File: config.mk
export PLATFORM = sky130hd
export DESIGN_NAME = tx_data_controller
export DESIGN_NICKNAME = d
export VERILOG_FILES = /design/src/rtl/tx_data_pkg.sv /design/src/rtl/sync_fifo.sv /design/src/rtl/tx_data_controller.sv
export SDC_FILE = /design/constraint.sdc
export NUM_CORES = 1
export LEC_CHECK = 0
export ABC_AREA = 1
export BUFFER_PORTS_ARGS = -buffer_cell sky130_fd_sc_hd__buf_2
export CAP_MARGIN = 10
export CORE_ASPECT_RATIO = 1.1
export CORE_MARGIN = 1.5
export CORE_UTILIZATION = 65
export CTS_BUF_LIST = sky130_fd_sc_hd__clkbuf_16
export DETAILED_ROUTE_END_ITERATION = 8
export PLACE_DENSITY_LB_ADDON = 0.1
export RECOVER_POWER = 25
export SYNTH_ARGS = -nofsm -noshare
export SYNTH_HDL_FRONTEND = slang
export SYNTH_SLANG_ARGS = --single-unit
File: constraint.sdc
create_clock -name clk -period 5.8 [get_ports clk]
set_input_delay 0.29 -clock clk [delete_from_list [all_inputs] [get_ports clk]]
set_output_delay 0.29 -clock clk [all_outputs]
set_load 0.01 [all_outputs]
File: src/rtl/tx_data_pkg.sv
// Shared types and constants for the TX data controller: host-read FSM states,
// I/Q byte order within an assembled word, and the default sample width.
package tx_data_pkg;

    typedef enum logic [1:0] {
        ST_IDLE = 2'd0,
        ST_OE   = 2'd1,
        ST_READ = 2'd2
    } rd_state_t;

    // Position of each host byte inside the 32-bit {Q,I} word (little-endian samples)
    localparam logic [1:0] BYTE_I_LO = 2'd0;
    localparam logic [1:0] BYTE_I_HI = 2'd1;
    localparam logic [1:0] BYTE_Q_LO = 2'd2;
    localparam logic [1:0] BYTE_Q_HI = 2'd3;

    localparam int SAMPLE_W_DEF = 16;
    localparam int WORD_W       = 32;

endpackage

File: src/rtl/sync_fifo.sv
// Single-clock FIFO with occupancy output; DEPTH must be a power of two so the
// pointers wrap naturally. Storage is not reset, only the pointers and level.
module sync_fifo #(
    parameter int  DATA_W = 32,
    parameter int  DEPTH  = 16,
    localparam int AW     = $clog2(DEPTH)
) (
    input  logic              clk,
    input  logic              rst,
    input  logic              wr_en,
    input  logic [DATA_W-1:0] wr_data,
    input  logic              rd_en,
    output logic [DATA_W-1:0] rd_data,
    output logic [AW:0]       level,
    output logic              empty
);
    logic [DATA_W-1:0] mem [DEPTH];
    logic [AW-1:0]     wr_ptr;
    logic [AW-1:0]     rd_ptr;

    always_ff @(posedge clk) begin
        if (rst) begin
            wr_ptr <= '0;
            rd_ptr <= '0;
            level  <= '0;
        end else begin
            if (wr_en) wr_ptr <= wr_ptr + AW'(1);
            if (rd_en) rd_ptr <= rd_ptr + AW'(1);
            case ({wr_en, rd_en})
                2'b10:   level <= level + (AW+1)'(1);
                2'b01:   level <= level - (AW+1)'(1);
                default: level <= level;
            endcase
        end
    end

    always_ff @(posedge clk) begin
        if (wr_en) mem[wr_ptr] <= wr_data;
    end

    assign rd_data = mem[rd_ptr];
    assign empty   = (level == '0);

endmodule

File: src/rtl/tx_data_controller.sv
// Reads I/Q bytes from a sync-245 host FIFO bus, assembles {Q,I} words, buffers them and
// feeds the DAC on each sample tick. Define TXDC_UNDERRUN_CNT_EN to add underrun_count.
module tx_data_controller
    import tx_data_pkg::*;
#(
    parameter int FIFO_DEPTH = 16,
    parameter int SAMPLE_W   = SAMPLE_W_DEF
) (
    input  logic                        clk,
    input  logic                        rst,
    input  logic [7:0]                  usb_data,
    input  logic                        usb_rxf_n,
    output logic                        usb_oe_n,
    output logic                        usb_rd_n,
    input  logic                        sample_en,
    output logic signed [SAMPLE_W-1:0]  dac_i,
    output logic signed [SAMPLE_W-1:0]  dac_q,
    output logic                        dac_valid,
    output logic                        underrun,
    output logic [$clog2(FIFO_DEPTH):0] fifo_level
`ifdef TXDC_UNDERRUN_CNT_EN
    ,
    output logic [15:0]                 underrun_count
`endif
);
    localparam int LW = $clog2(FIFO_DEPTH) + 1;

    function automatic logic signed [SAMPLE_W-1:0] to_sample(input logic [15:0] raw);
        return SAMPLE_W'($signed(raw));
    endfunction

    rd_state_t         state;
    logic [1:0]        byte_idx;
    logic [23:0]       asm_p0;
    logic [WORD_W-1:0] word_p1;
    logic              vld_p1;
    logic              capture;
    logic              last_byte;
    logic              pop;
    logic              fifo_empty;
    logic [WORD_W-1:0] fifo_word;
    logic [LW-1:0]     claimed;
    logic [LW-1:0]     claimed_next;

    // Slots already spoken for: stored words plus the word being pushed this cycle;
    // claimed_next also counts a word completed by this cycle's byte.
    assign capture      = (state == ST_READ) && !usb_rxf_n;
    assign last_byte    = capture && (byte_idx == BYTE_Q_HI);
    assign claimed      = fifo_level + LW'(vld_p1);
    assign claimed_next = claimed + LW'(last_byte);
    assign pop          = sample_en && !fifo_empty;

    always_ff @(posedge clk) begin
        if (rst) begin
            state    <= ST_IDLE;
            usb_oe_n <= 1'b1;
            usb_rd_n <= 1'b1;
            byte_idx <= BYTE_I_LO;
            vld_p1   <= 1'b0;
        end else begin
            vld_p1 <= last_byte;
            if (capture) byte_idx <= byte_idx + 2'd1;
            case (state)
                ST_IDLE: begin
                    if (!usb_rxf_n && claimed <= LW'(FIFO_DEPTH - 2)) begin
                        state    <= ST_OE;
                        usb_oe_n <= 1'b0;
                    end
                end
                ST_OE: begin
                    state    <= ST_READ;
                    usb_rd_n <= 1'b0;
                end
                ST_READ: begin
                    if (usb_rxf_n || claimed_next == LW'(FIFO_DEPTH)) begin
                        state    <= ST_IDLE;
                        usb_oe_n <= 1'b1;
                        usb_rd_n <= 1'b1;
                    end
                end
                default: begin
                    state    <= ST_IDLE;
                    usb_oe_n <= 1'b1;
                    usb_rd_n <= 1'b1;
                end
            endcase
        end
    end

    // Stage p0 -> p1: byte assembly; the 4th byte completes the word for the FIFO push
    always_ff @(posedge clk) begin
        if (capture) begin
            case (byte_idx)
                BYTE_I_LO: asm_p0[7:0]   <= usb_data;
                BYTE_I_HI: asm_p0[15:8]  <= usb_data;
                BYTE_Q_LO: asm_p0[23:16] <= usb_data;
                default:   word_p1       <= {usb_data, asm_p0};
            endcase
        end
    end

    sync_fifo #(
        .DATA_W (WORD_W),
        .DEPTH  (FIFO_DEPTH)
    ) u_fifo (
        .clk     (clk),
        .rst     (rst),
        .wr_en   (vld_p1),
        .wr_data (word_p1),
        .rd_en   (pop),
        .rd_data (fifo_word),
        .level   (fifo_level),
        .empty   (fifo_empty)
    );

    // FIFO -> DAC: one-cycle latency from the tick
    always_ff @(posedge clk) begin
        if (rst) begin
            dac_i     <= '0;
            dac_q     <= '0;
            dac_valid <= 1'b0;
            underrun  <= 1'b0;
        end else begin
            dac_valid <= pop;
            if (pop) begin
                dac_i <= to_sample(fifo_word[15:0]);
                dac_q <= to_sample(fifo_word[31:16]);
            end
            if (sample_en && fifo_empty) underrun <= 1'b1;
        end
    end

`ifdef TXDC_UNDERRUN_CNT_EN
    always_ff @(posedge clk) begin
        if (rst) begin
            underrun_count <= '0;
        end else if (sample_en && fifo_empty && underrun_count != 16'hFFFF) begin
            underrun_count <= underrun_count + 16'd1;
        end
    end
`endif

endmodule

==> key figures <==
Outcome
  • Outcome: complete, no violations

Min path
  • Worst Hold Depth: 2
  • Hold crit path type: input port to register
  • Worst hold path startpoint: rst
  • Worst hold path endpoint: dac_valid$_SDFF_PP0_

Detailed routing
  • Number of nets with antenna violations after routing: 0
  • Average wire per cell in the routed design: 22.0 um
  • 1st-pass router iterations: 5
  • Count of unresolved DRC violations after routing: 0
  • Total number of vias: between 15000 and 20000
  • DRT Wirelength: about 56000 um
  • Via density per instance: about 6.1
  • Starting DRC count in detailed routing: approximately 1800

Synth
  • Area share of the largest cell type after synthesis: 69.1%
  • Gate Count Post-Synth: between 1500 and 2000
  • Sequential-to-total area share from yosys stat: roughly three quarters
  • Share of flip-flops with an asynchronous set or reset: 0%
  • Count of flip-flops with a built-in enable after synthesis: between 500 and 600
  • Summed instance area of the synthesized netlist: about 0.025 mm2
  • Commonest cells post-synth: edfxtp_1 (568), nor2_1 (372), nand3_1 (233), inv_1 (147), nand2_1 (124)
  • Warnings from Yosys: 0
  • Flip-flop and latch count after synthesis: about 620
  • Count of different cell masters after synthesis: 31
  • Mean Syn Cell Area: ~12 um2
  • Cell with the most instances after synthesis: edfxtp_1
  • Cell type with the largest total area after synthesis: edfxtp_1
  • Most area-consuming cells after synthesis: edfxtp_1 (69%), nor2_1 (5.7%), nand3_1 (4.7%)
  • Post-Syn Nets: 2006
  • Top FF cell, synth: edfxtp_1

Timing
  • Aggregate negative setup slack: 0 ns
  • Period utilization: approximately 55%
  • Setup repair after global routing missed its margin: false
  • Final count of pins violating max slew: 0
  • Achievable clock frequency: ~310 MHz
  • WHS: 0.0504 ns
  • Transition time at the pin with the least slew margin: ~1.1 ns
  • Final count of negative-setup-slack endpoints: 0
  • Final Hold Violating Endpoints: 0
  • Worst rel slew slack: 25.1%
  • Worst Skew: about 0.019 ns
  • Final critical-path required period: ~3.2 ns
  • Worst setup slack after layout: between 2 and 3 ns

Power
  • Leakage power: approximately 9.5 nW
  • Share of total power in the clock network: roughly a third
  • Power density normalized to cell area: between 400 and 500 mW/mm2
  • Cell-internal power: 0.00786 W
  • Switching power total: approximately 0.0034 W
  • Combinational share of power: between 20% and 30%
  • Switching power share of the total: 30.2%
  • Sequential group share of total power: roughly 46%
  • Tot Pwr: about 0.011 W
  • Peak ir drop on the vdd network: between 0.4 and 0.5 mV

Floorplanning
  • Number of placement rows: 74
  • Top Ports: 53
  • Starting Density: between 60 and 70%
  • Placeable core region: about 0.037 mm2
  • Chip height: 207 um
  • Die ar.: between 0.03 and 0.04 mm2
  • Chip Width: approximately 190 um

Clock tree
  • Worst skew pair latency: 0.59 ns
  • Clock Tree Root: clkbuf_16
  • Clock slew at the register clock pins of the worst setup and hold paths: about 0.060 ns
  • Number of clock sinks: between 600 and 700
  • Num CTS Buffers: a little under 60
  • Clock buffer depth: 3
  • CTS tree: done
  • Number of H-tree levels: 2
  • Total setup buffers inserted after CTS: 0

Setup path
  • R2R Path End: usb_rd_n$_SDFFE_PP1P_
  • Arrival time of data at the critical path endpoint: approximately 3.7 ns
  • Classification of the worst setup path: register to register
  • Reg-to-reg startpoint: state[1]$_SDFFE_PP0P_
  • Kind of launch point of the worst setup path: register
  • Largest fanout of any net on the critical path: 33
  • Register-to-register path setup slack: around 2.6 ns
  • Worst setup EP type: register
  • Length in cells of the worst reg-to-reg path: 13
  • Required time at the worst-slack endpoint: 6.28 ns

GRT
  • First-pass GRT wire length: 86300 um
  • Vias in the first global route: about 15000
  • Maximum number of pins on one net before global-route repair: between 100 and 150
  • Gr ovfl total: 0
  • Total global-route track usage: 29.2%
  • Initial antenna violation count: 0

Placement
  • HPWL after detailed placement: between 20000 and 30000 um
  • Placed standard-cell area: 0.0252 mm2
  • Number of input and output port buffers inserted: 52
  • Worst slack at placement: between 2 and 3 ns
  • RD Place Congestion: about 0.77

Layout
  • Fin area: between 0.02 and 0.03 mm2
  • Total Nets Final: around 2000
  • Filler cell count: between 2000 and 2500
  • Area growth from synthesis to layout: 9.82%
  • Number of antenna repair diodes: 0
  • Fraction of final layout cells sized beyond drive strength 1: 8.75%

Run
  • Number of maximum-capacitance violations: 0
## power groups by stage
stage               logic, W  clock network, W  registers [W]
finish               0.00249           0.00361        0.00516
global route         0.00280           0.00383        0.00518
CTS                  0.00248           0.00364        0.00516
detailed placement   0.00245                 0        0.00525
global placement     0.00239                 0        0.00525
floorplan            0.00201                 0        0.00519
## per-layer routing
metal | track usage [%] | vias up | share of wire [%]
li1 | - | 7075 | -
met1 | 41.2 | 7598 | 40
met2 | 47.8 | 743 | 49
met3 | 3.53 | 117 | 8.1
met4 | 9.99 | 0 | 2.8
met5 | 0 | - | 0
## flip-flops by register name (all words and copies together) (netlist names)
name / cells
word_p1: 32
u_fifo.wr_ptr: 4
dac_q: 16
state: 2
u_fifo.rd_ptr: 4
u_fifo.mem: 512
usb_oe_n: 1
byte_idx: 2
dac_valid: 1
u_fifo.level: 5
underrun: 1
usb_rd_n: 1
vld_p1: 1
dac_i: 16
asm_p0: 24
## logic make-up after synthesis
group,synth area share [%]
buffers and inverters,5.14
AO/OA/AOI/OAI,7.77
flip-flops,73.5
XOR/XNOR,0.0710
AND/OR/NAND/NOR,12.6
adder cells (fa/ha/maj),0.943
## worst max path at each step
stage | startpoint | to | slack (ns) | cells past startpoint
6_report | state[1]$_SDFFE_PP0P_ | usb_rd_n$_SDFFE_PP1P_ | 2.60 | 13
5_1_grt | state[1]$_SDFFE_PP0P_ | usb_rd_n$_SDFFE_PP1P_ | 2.25 | 15
4_1_cts | state[1]$_SDFFE_PP0P_ | usb_rd_n$_SDFFE_PP1P_ | 2.57 | 13
3_5_place_dp | usb_rxf_n | usb_rd_n$_SDFFE_PP1P_ | 2.55 | 13
3_3_place_gp | usb_rxf_n | usb_rd_n$_SDFFE_PP1P_ | 2.66 | 13
2_1_floorplan | state[1]$_SDFFE_PP0P_ | usb_oe_n$_SDFFE_PP1P_ | 2.16 | 13
## final cells by class
cell class | count | area [um2] | area share [%]
Clock buffer | 59 | 1480 | 5.45
Clock inverter | 50 | 339 | 1.25
Inverter | 150 | 571 | 2.10
Multi-Input combinational cell | 1085 | 5410 | 19.9
Sequential cell | 622 | 18100 | 66.9
Tap cell | 494 | 618 | 2.28
Timing Repair Buffer | 90 | 556 | 2.05
## cells in the final DEF, fill, tap and decap left out, types with 12 or more instances in the layout
master and count:
clkbuf_16 59, o21ai_0 108, o21ai_1 76, clkinv_2 12
nor2_1 355, nor2_4 17, dfxtp_1 50, edfxtp_1 568
nand2_1 124, buf_4 30, buf_2 44, ha_1 17
o211ai_1 118, clkinv_1 18, inv_1 159, nand3_1 233
a21oi_1 19
## worst max-delay path, stage by stage (launching register included)
cell and delay, ns:
dfxtp_1 0.35, inv_1 0.07, nor3_1 0.29, inv_1 0.22
nor2_4 0.77, ha_1 0.32, ha_1 0.23, or2_2 0.27
a21oi_1 0.14, nand3_1 0.09, nand2_1 0.15, nand2_1 0.08
nand2_1 0.06, nand2_1 0.05
## timing repair
action / CTS / global route
setup endpoints to repair: 0 / 0
hold buffers: 8 / 0
resized for setup: 0 / 0
hold endpoints to repair: 28 / 0
## metrics by stage
| step | cells | utilization, % |
|---|---|---|
| after detailed placement | 2433 | 67.6 |
| after CTS | 2550 | 72.7 |
| final | 2550 | 72.7 |
| after global placement | 2433 | 67.6 |
| after global routing | 2550 | 72.7 |
| after floorplan | 1976 | - |
(Power assumes the default switching activity.)
